==> src/rtl/mult_seq_unit.sv <==
// mult_seq_unit: iterative radix-2 shift-add signed multiplier for MULT,
// stalling the pipeline while it computes and aborting on X-stage flush.
module mult_seq_unit #(
   parameter int DATA_W = 32,
   parameter int CNT_W  = $clog2(DATA_W) + 1
) (
   input  logic              clk,
   input  logic              rst,
   input  logic              start,
   input  logic              flush,
   input  logic [DATA_W-1:0] operand_a,
   input  logic [DATA_W-1:0] operand_b,
   output logic              stall_req,
   output logic              busy,
   output logic              done,
   output logic [DATA_W-1:0] product_hi,
   output logic [DATA_W-1:0] product_lo
);
   typedef enum logic [1:0] {IDLE, CALC, DONE} state_t;
   state_t              state_q, state_d;
   logic [CNT_W-1:0]    cnt_q, cnt_d;
   logic [2*DATA_W:0]   acc_q, acc_d;
   logic [DATA_W-1:0]   mcand_q, mcand_d, hi_q, hi_d, lo_q, lo_d;
   logic                neg_q, neg_d;
   logic                accept;
   logic [DATA_W:0]     sum;
   logic [2*DATA_W-1:0] mag;
   logic [DATA_W-1:0]   abs_a, abs_b;
   assign accept = (state_q == IDLE) && start && !flush;
   assign abs_a  = operand_a[DATA_W-1] ? -operand_a : operand_a;
   assign abs_b  = operand_b[DATA_W-1] ? -operand_b : operand_b;
   // Lower half carries the multiplier; product bits shift in from the top.
   assign sum    = acc_q[2*DATA_W:DATA_W] + (acc_q[0] ? {1'b0, mcand_q} : '0);
   assign mag    = {sum, acc_q[DATA_W-1:1]};
   always_comb begin
      state_d = state_q;
      cnt_d   = cnt_q;
      acc_d   = acc_q;
      mcand_d = mcand_q;
      neg_d   = neg_q;
      hi_d    = hi_q;
      lo_d    = lo_q;
      case (state_q)
         IDLE: if (accept) begin
            state_d = CALC;
            cnt_d   = '0;
            acc_d   = {{(DATA_W+1){1'b0}}, abs_b};
            mcand_d = abs_a;
            neg_d   = operand_a[DATA_W-1] ^ operand_b[DATA_W-1];
         end
         CALC: if (flush) state_d = IDLE;
         else begin
            acc_d = {1'b0, mag};
            cnt_d = cnt_q + CNT_W'(1);
            if (cnt_q == CNT_W'(DATA_W-1)) begin
               state_d      = DONE;
               {hi_d, lo_d} = neg_q ? -mag : mag;
            end
         end
         default: state_d = IDLE;
      endcase
   end
   always_ff @(posedge clk or posedge rst) begin
      if (rst) begin
         state_q <= IDLE;
         cnt_q   <= '0;
         acc_q   <= '0;
         mcand_q <= '0;
         neg_q   <= 1'b0;
         hi_q    <= '0;
         lo_q    <= '0;
      end else begin
         state_q <= state_d;
         cnt_q   <= cnt_d;
         acc_q   <= acc_d;
         mcand_q <= mcand_d;
         neg_q   <= neg_d;
         hi_q    <= hi_d;
         lo_q    <= lo_d;
      end
   end
   assign stall_req  = accept || (state_q == CALC && !flush);
   assign busy       = state_q != IDLE;
   assign done       = state_q == DONE;
   assign product_hi = hi_q;
   assign product_lo = lo_q;
endmodule

==> config.mk <==
export PLATFORM = sky130hd
export DESIGN_NAME = mult_seq_unit
export DESIGN_NICKNAME = d
export VERILOG_FILES = /design/src/rtl/mult_seq_unit.sv
export SDC_FILE = /design/constraint.sdc
export NUM_CORES = 1
export LEC_CHECK = 0
export CAP_MARGIN = 10
export CORE_UTILIZATION = 56
export DETAILED_ROUTE_END_ITERATION = 16
export DONT_BUFFER_PORTS = 1
export PLACE_DENSITY = 0.82
export SETUP_SLACK_MARGIN = 0.1
export SLEW_MARGIN = 20
export SYNTH_ARGS = -nofsm -noshare
export SYNTH_HDL_FRONTEND = slang
export SYNTH_SLANG_ARGS = --single-unit
==> constraint.sdc <==
create_clock -name clk -period 6.3 [get_ports clk]
set_input_delay 0.945 -clock clk [delete_from_list [all_inputs] [get_ports clk]]
set_output_delay 0.945 -clock clk [all_outputs]
set_load 0.01 [all_outputs]
-- Word-level counts from Yosys, hierarchy flattened
Cells that the tools add are included.
- output and inout bits: 67
- memories kept: 0
- bits in writable memories: 0
- latch bits: 0
- ROM bits: 0
- flip-flop bits (word level): 170
- equality and inequality tests: 6
- shifts and indexed selects: 0
- add/sub/neg operators: 5
- divide/modulo/power cells: 0
- mux-type cells: 14
- reduce and logical (&&, ||, !) cells: 12
- bitwise gates (word level): 2
- $mul: 0
- magnitude comparators: 0
- operators with widths (kind ; count):
    $mux W65 ; 2
    $pmux W65 S2 ; 1
    $mux W32 ; 3
    $mux W64 ; 1
    $neg A32 Y32 ; 2
    $neg A64 Y64 ; 1
    $add A33 B32 Y33 ; 1
    $mux W6 ; 2
    $pmux W6 S2 ; 1
    $add A6 B1 Y6 const B ; 1
    $eq A6 B5 Y1 const B ; 1
    $mux W2 ; 3
    $reduce_and A3 Y1 ; 2
    $ne A2 B2 Y1 const B ; 2
    $pmux W2 S2 ; 1
    $reduce_and A2 Y1 ; 2
    $reduce_bool A2 Y1 ; 2
    $logic_and A1 B1 Y1 ; 3
    $ne A3 B3 Y1 const B ; 1
    $eq A2 B1 Y1 const B ; 1
    $eq A2 B2 Y1 const B ; 1
    $logic_not A2 Y1 ; 1
    $logic_not A1 Y1 ; 1
    $logic_or A1 B1 Y1 ; 1
    2 further kinds ; 2

-- Depth between registers and ports, before layout
Gate-level depths: netlist of run 1.
- word-level depth: 5
- depth in mapped cells: 15

-- Least setup slack after synthesis of run 1
Ideal clock, no wire load.
- path type: flip-flop to flip-flop
- from: reg acc_q[0]
- to: reg hi_q[30], in the netlist product_hi[30]
- setup slack: 1.447 ns
- arrival: 4.718 ns
- data required time: 6.164 ns
- library setup time: 0.136 ns
- cell stages (with the launch flop): 15
- path through: dfrtp_1 > clkbuf_1 > and2_1 > ha_1 > fa_1 > xor2_1 > or3_1 > a21oi_1 > or4b_1 > or4_1 > or4_1 > or4_1 > o41ai_1 > xor2_1 > o21ai_0
- cells in the longest elaborated chain, start to end: 4
- RTL lines (item ; line ; RTL):
    start, declared ; 22 ; logic [2*DATA_W:0] acc_q, acc_d;
    start signal, assigned ; 67 ; acc_q <= '0;
    start signal, assigned ; 75 ; acc_q <= acc_d;
    $mux W32 * ; 33 ; assign sum = acc_q[2*DATA_W:DATA_W] + (acc_q[0] ? {1'b0, mcand_q} : '0);
    $add A33 B32 Y33 * ; 33 ;
    $neg A64 Y64 ; 57 ; {hi_d, lo_d} = neg_q ? -mag : mag;
    $mux W64 * ; 57 ;
    end signal, assigned ; 78 ; hi_q <= hi_d;
    end, declared ; 23 ; logic [DATA_W-1:0] mcand_q, mcand_d, hi_q, hi_d, lo_q, lo_d;
Mark *: on every way between the ends. The rest lies on a longest branch, timed or not.
A chain may end at the register's enable or synchronous reset.

-- Final worst setup path of run 1
Ends and elaborated chain as after synthesis.

==> impl_metrics.toml, run 1 <==
[sta]
worst_slew_pin_slew_ns = 0.965
fin_tns_setup_ns = 0
period_minus_slack_ns = 5.25
final_hold_viol_count = 0
timing.final.crit_share_pct = 83.4
rsz0062_at_grt = "no"
holdWs_ns = 0.446
maxSlewViolCount = 0
fmax_ghz = 0.190
skew_ns = 0.00913
relSlewSlack_pct = 35.2
setup_violations = 0

[clocking]
cts_buffer_depth = 2
cts_root_buffer = "clkbuf_16"
clk_latency_ns = 0.44
numCtsBuffers = 17
htreeDepth = 4
cts_tree = "done"
cts.clk_slew.worst_paths_ns = 0.07
postCtsSetupRepairBufs = 0
cts_hold_buf = 0
cts.sinks = 169
ctsResizeCount = 0

[synthesis]
async_flop_share_pct = 100
synth_top_family_by_area = "compound AO/OA/AOI/OAI gates"
yosys.area_share.xor_xnor_pct = 11.6
yosysWarningCount = 0
synth_compound_area_share_pct = 22.3
yosysTopAreaCell = "dfrtp_1"
yosysMostFrequentCell = "nand2_1"
synthesis.nets = 1369
synth-simple-area-share_pct = 19.2
synth_top_area_share_pct = 39.1
netlist_top_cells_count = "206 x nand2_1, 200 x o21ai_0, 169 x dfrtp_1"
synthTopCellsByArea = "dfrtp_1 39%, o21ai_0 9.3%, xor2_1 9.1%, nand2_1 7.1%, ha_1 4.2%"
syn_inst = 1264
ys_types = 67
synth_seq_area_share_pct = 39.1
synth_edf_count = 0
synth_area_um2 = 10800
synth_seq_cells = 169
postSynthAreaPerCell_um2 = 8.56
synthMuxAreaShare_pct = 0.671
synth_top_flop_cell = "dfrtp_1"
synth_fa_ha_area_share_pct = 4.35

[cells_and_area]
drive_gt1_share_pct = 5.16
nets = 1332
stdcell_count = 1500
syn_to_final_growth_pct = 7.03
num_antenna_cells = 0

[route]
drt-pass1-iter-count = 5
routed_via_density = 6.04
drc = 0
drt_iter0_markers = 813
post_drt_wl_per_cell_um = 17.6
antenna_left = 0
via_count = 9066
totalWireLength_um = 26400

[power_and_ir_drop]
cellLeakagePower_nw = 5.09
totalPowerFinal_w = 0.00356
power_density_nw_per_um2 = 308
ir_worst_vdd_mv = 0.213

[placement]
port_buffers = 0
routabilityCongestion = 0.915
hpwl_um = 19300
dp_cells = 1468

[setup_path]
path_max_fanout = 33
required_ns = 6.59
worst-setup-path-type = "flop to flop"
cp-end-kind = "flop"
start_kind = "flop"
critical_path_arrival_ns = 5.54
worstSetupStartpoint = "acc_q[0]$_DFFE_PP0P_"
rrSetupSlack_ns = 1.05
r2r_start = "acc_q[0]$_DFFE_PP0P_"
r2r_end = "product_hi[30]$_DFFE_PP0P_"
endpoint = "product_hi[30]$_DFFE_PP0P_"
worstRegToRegCells = 14

[min_path]
hp-class = "input pin to asynchronous set/reset pin"

[floorplanning]
die-area_um2 = 19900
io_pins = 135
core_um2 = 18800
die_x_um = 141
num_rows = 50
die_h_um = 141
initial_core_util_pct = 57.4

[run]
maxCapViolations = 0

[grt]
track_usage_pct = 27.7
grt_pass1_vias = 8358
grt_max_degree = 118
overflow = 0
grt_pass1_wl_um = 43500
antenna_found_initial = 1

[status]
status = "finished, final reports clean"
## placed cells by master (no fill, tap or decap), drive strengths merged, types with 31 or more instances in the layout
cell type  instances
nor2              64
dfrtp            169
o31ai             33
xnor2             31
and2              38
ha                36
nand2            206
o21ai            203
a21oi             64
xor2             112
## critical path: stages (launching register included)
cell      delay, ns
dfrtp_1        0.36
buf_4          0.21
and2_1         0.17
ha_1           0.22
fa_1           0.44
a211oi_1       0.39
o21a_1         0.23
xnor2_1        0.13
or4b_1         0.55
or4_1          0.60
or4_1          0.60
or4_1          0.58
o41ai_1        0.38
xor2_1         0.17
o21ai_0        0.08
## worst min path at each step
stage | start | to | slack (ns) | cells past startpoint
finish | rst | product_hi[21]$_DFFE_PP0P_ | 0.45 | 1
global route | mcand_q[23]$_DFFE_PP0P_ | mcand_q[23]$_DFFE_PP0P_ | 0.50 | 2
CTS | mcand_q[27]$_DFFE_PP0P_ | mcand_q[27]$_DFFE_PP0P_ | 0.48 | 2
detailed placement | mcand_q[31]$_DFFE_PP0P_ | mcand_q[31]$_DFFE_PP0P_ | 0.46 | 2
global placement | mcand_q[31]$_DFFE_PP0P_ | mcand_q[31]$_DFFE_PP0P_ | 0.45 | 2
floorplan | mcand_q[31]$_DFFE_PP0P_ | mcand_q[31]$_DFFE_PP0P_ | 0.43 | 2
## state kept, by name, indices dropped and copies added (netlist names)
signal / flops
product_hi: 32
cnt_q: 6
product_lo: 32
mcand_q: 32
neg_q: 1
state_q: 2
acc_q: 64
## layer usage
layer | wire, um | vias to the layer above | part of all wire [%] | track usage [%]
met5 | 13 | - | 0.049 | 0
met4 | 631 | 2 | 2.4 | 8.35
met3 | 2030 | 49 | 7.7 | 7.40
met2 | 11400 | 311 | 43 | 41.3
met1 | 12200 | 4282 | 46 | 39.3
li1 | - | 4422 | - | -
## area by class of cell
class                   instances  area, um2
multi-input cells            1015       6310
inverters                      16       67.6
fillers                      1583       7250
flip-flops and latches        169       4230
well taps                     260        325
clock buffers                  17        425
clock inverters                15        160
repair buffers                  8       60.1
## metrics by stage
step / setup WS (ns) / cell area (um2) / utilization (%)
5_1_grt: 0.766 / 11600 / 61.5
3_5_place_dp: 1.10 / 11000 / 58.4
6_report: 1.05 / 11600 / 61.5
4_1_cts: 1.09 / 11600 / 61.5
3_3_place_gp: 1.19 / 11000 / 58.4
2_1_floorplan: 0.780 / 10800 / -
## power breakdown
| group | total [W] | internal (W) | switching [W] |
|---|---|---|---|
| Combinational | 0.00115 | 0.000447 | 0.000704 |
| Clock | 0.00102 | 0.000528 | 0.000494 |
| Sequential | 0.00139 | 0.00123 | 0.000155 |
## logic make-up (layout without fill, tap and decap cells)
group,Yosys count,count (layout)
buffers and inverters,80,56
adder cells (fa/ha/maj),37,37
flip-flops,169,169
XOR/XNOR,143,143
multiplexers,7,7
AO/OA/AOI/OAI,400,400
AND/OR/NAND/NOR,428,428
Power figures use the tool's default switching activity.
==> run 2: changes to the inputs <==
==> constraint.sdc (replaced) <==
create_clock -name clk -period 5.48 [get_ports clk]
set_input_delay 0.822 -clock clk [delete_from_list [all_inputs] [get_ports clk]]
set_output_delay 0.822 -clock clk [all_outputs]
set_load 0.01 [all_outputs]
==> run 2 against run 1 <==
  * Sequential power is 15% higher
  * Die area did not move
  * Utilization increased by 0.23 points
  * Combinational power rose by 17%
  * Cell count rose by 0.20%
  * Clock skew is 0.0023 ns higher
  * Count of clock-buffer cells in the layout stayed put
  * First-iteration DRC count is 1.8% lower
==> impl_metrics.toml, run 2 (synthesis results as in run 1) <==
[cells_and_area]
nets = 1335
layout_commonest_cell = "nand2_1"
drive_gt1_share_pct = 5.55
fillers = 1553
multiInputGateArea_um2 = 6320
stdcell_area_um2 = 11600
largest_reg_flops = 64
num_antenna_cells = 0
layout_common_cells = "205 x nand2_1, 200 x o21ai_0, 169 x dfrtp_1, 112 x xor2_1, 64 x a21oi_1"
post-route-util_pct = 61.7
regMostFlops = "acc_q"
layout.area.seq_um2 = 4230
syn_to_final_growth_pct = 7.44

[sta]
worst_slew_pin_slew_ns = 1.10
period_minus_slack_ns = 5.17
rsz0062_at_grt = "no"
holdWs_ns = 0.471
setup_violations = 0
relSlewSlack_pct = 26.4
timing.final.crit_share_pct = 94.3
fin_tns_setup_ns = 0
maxSlewViolCount = 0
final_hold_viol_count = 0
skew_ns = 0.0114
fmax_ghz = 0.194

[setup_path]
worst-setup-path-type = "flop to flop"
cp-end-kind = "flop"
max_stage_delay_ns = 0.63
critical_path_arrival_ns = 5.45
start_kind = "flop"
crit_buf_inv = 1
required_ns = 5.76
crit_slowest_cell = "or4_1"
path_cells = "buf_4 > and2_1 > fa_1 > xor2_1 > or3_1 > a21oi_1 > or4b_1 > or4_1 > or4_1 > or4_1 > o41ai_2 > xor2_1 > o21ai_0"
path_max_fanout = 31
crit_top_cell = "or4_1"
crit_family = "simple AND/OR/NAND/NOR gates"

[power_and_ir_drop]
power_density_nw_per_um2 = 355
cellLeakagePower_nw = 5.11
ir_worst_vdd_mv = 0.242

[floorplanning]
die_h_um = 141
core_um2 = 18800
io_pins = 135
die-area_um2 = 19900
num_rows = 50
die_x_um = 141
initial_core_util_pct = 57.4

[placement]
routabilityCongestion = 0.935
hpwl_um = 18900
port_buffers = 0
place_area_um2 = 11000

[grt]
antenna_found_initial = 1
grt_max_degree = 170
overflow = 0
grt_pass1_wl_um = 43300
grt_pass1_vias = 8412
track_usage_pct = 27.6

[run]
maxCapViolations = 0

[clocking]
clk_latency_ns = 0.44
cts_buffer_depth = 2
postCtsSetupRepairBufs = 0
htreeDepth = 4
cts.clk_slew.worst_paths_ns = 0.08
numCtsBuffers = 17
cts.sinks = 169
ctsResizeCount = 0
cts_root_buffer = "clkbuf_16"
cts_hold_buf = 0
cts_tree = "done"

[route]
routed_via_density = 6.09
post_drt_wl_per_cell_um = 17.4
antenna_left = 0
drt_iter0_markers = 798
via_count = 9150
totalWireLength_um = 26200
drc = 0
drt-pass1-iter-count = 5

[status]
status = "finished, final reports clean"

[min_path]
hp-class = "input pin to asynchronous set/reset pin"
run 2: cell types whose count changed in the layout (fill, tap and decap cells not counted), sizes merged:
cell    before  now
inv         21   20
clkinv       7    8
buf          8   11
run 2: worst paths after layout:
path / to / from / slack [ns] / depth (start not counted)
max: product_hi[30]$_DFFE_PP0P_ / acc_q[0]$_DFFE_PP0P_ / 0.31 / 13
min: product_lo[11]$_DFFE_PP0P_ / rst / 0.47 / 2
max reg2reg: product_hi[30]$_DFFE_PP0P_ / acc_q[0]$_DFFE_PP0P_ / 0.31 / 13
min reg2reg: mcand_q[26]$_DFFE_PP0P_ / mcand_q[26]$_DFFE_PP0P_ / 0.47 / 2
max in group asynchronous: acc_q[55]$_DFFE_PP0P_ / rst / 4.31 / 2
min in group clk: mcand_q[26]$_DFFE_PP0P_ / mcand_q[26]$_DFFE_PP0P_ / 0.47 / 2
run 2: routing by layer:
layer  track usage, %  vias to the layer above  routed length (um)
li1                 -                     4436                   -
met4             10.1                        2                 675
met3             6.05                       48                1980
met1             39.2                     4327               12100
met5                0                        -                   8
met2             41.2                      337               11400
run 2: area by class of cell:
cell class | count | share of cell area, %
Tap cell | 260 | 2.80
Clock buffer | 17 | 3.66
Sequential cell | 169 | 36.4
Clock inverter | 15 | 1.40
Timing Repair Buffer | 11 | 0.818
Multi-Input combinational cell | 1015 | 54.4
Inverter | 16 | 0.549
run 2: through the flow:
stage	std cells	worst slack [ns]	total power, W
final	1503	0.315	0.00413
after global routing	1503	0.147	0.00436
after CTS	1503	0.250	0.00412
after detailed placement	1471	0.287	0.00292
after global placement	1471	0.490	0.00288
after floorplan	1264	0.627	0.00259
run 2: report_power, final:
group | switching [W] | internal [W] | total, W
clock | 0.000587 | 0.000608 | 0.00119
combinational | 0.000818 | 0.000519 | 0.00134
sequential | 0.000181 | 0.00142 | 0.00160
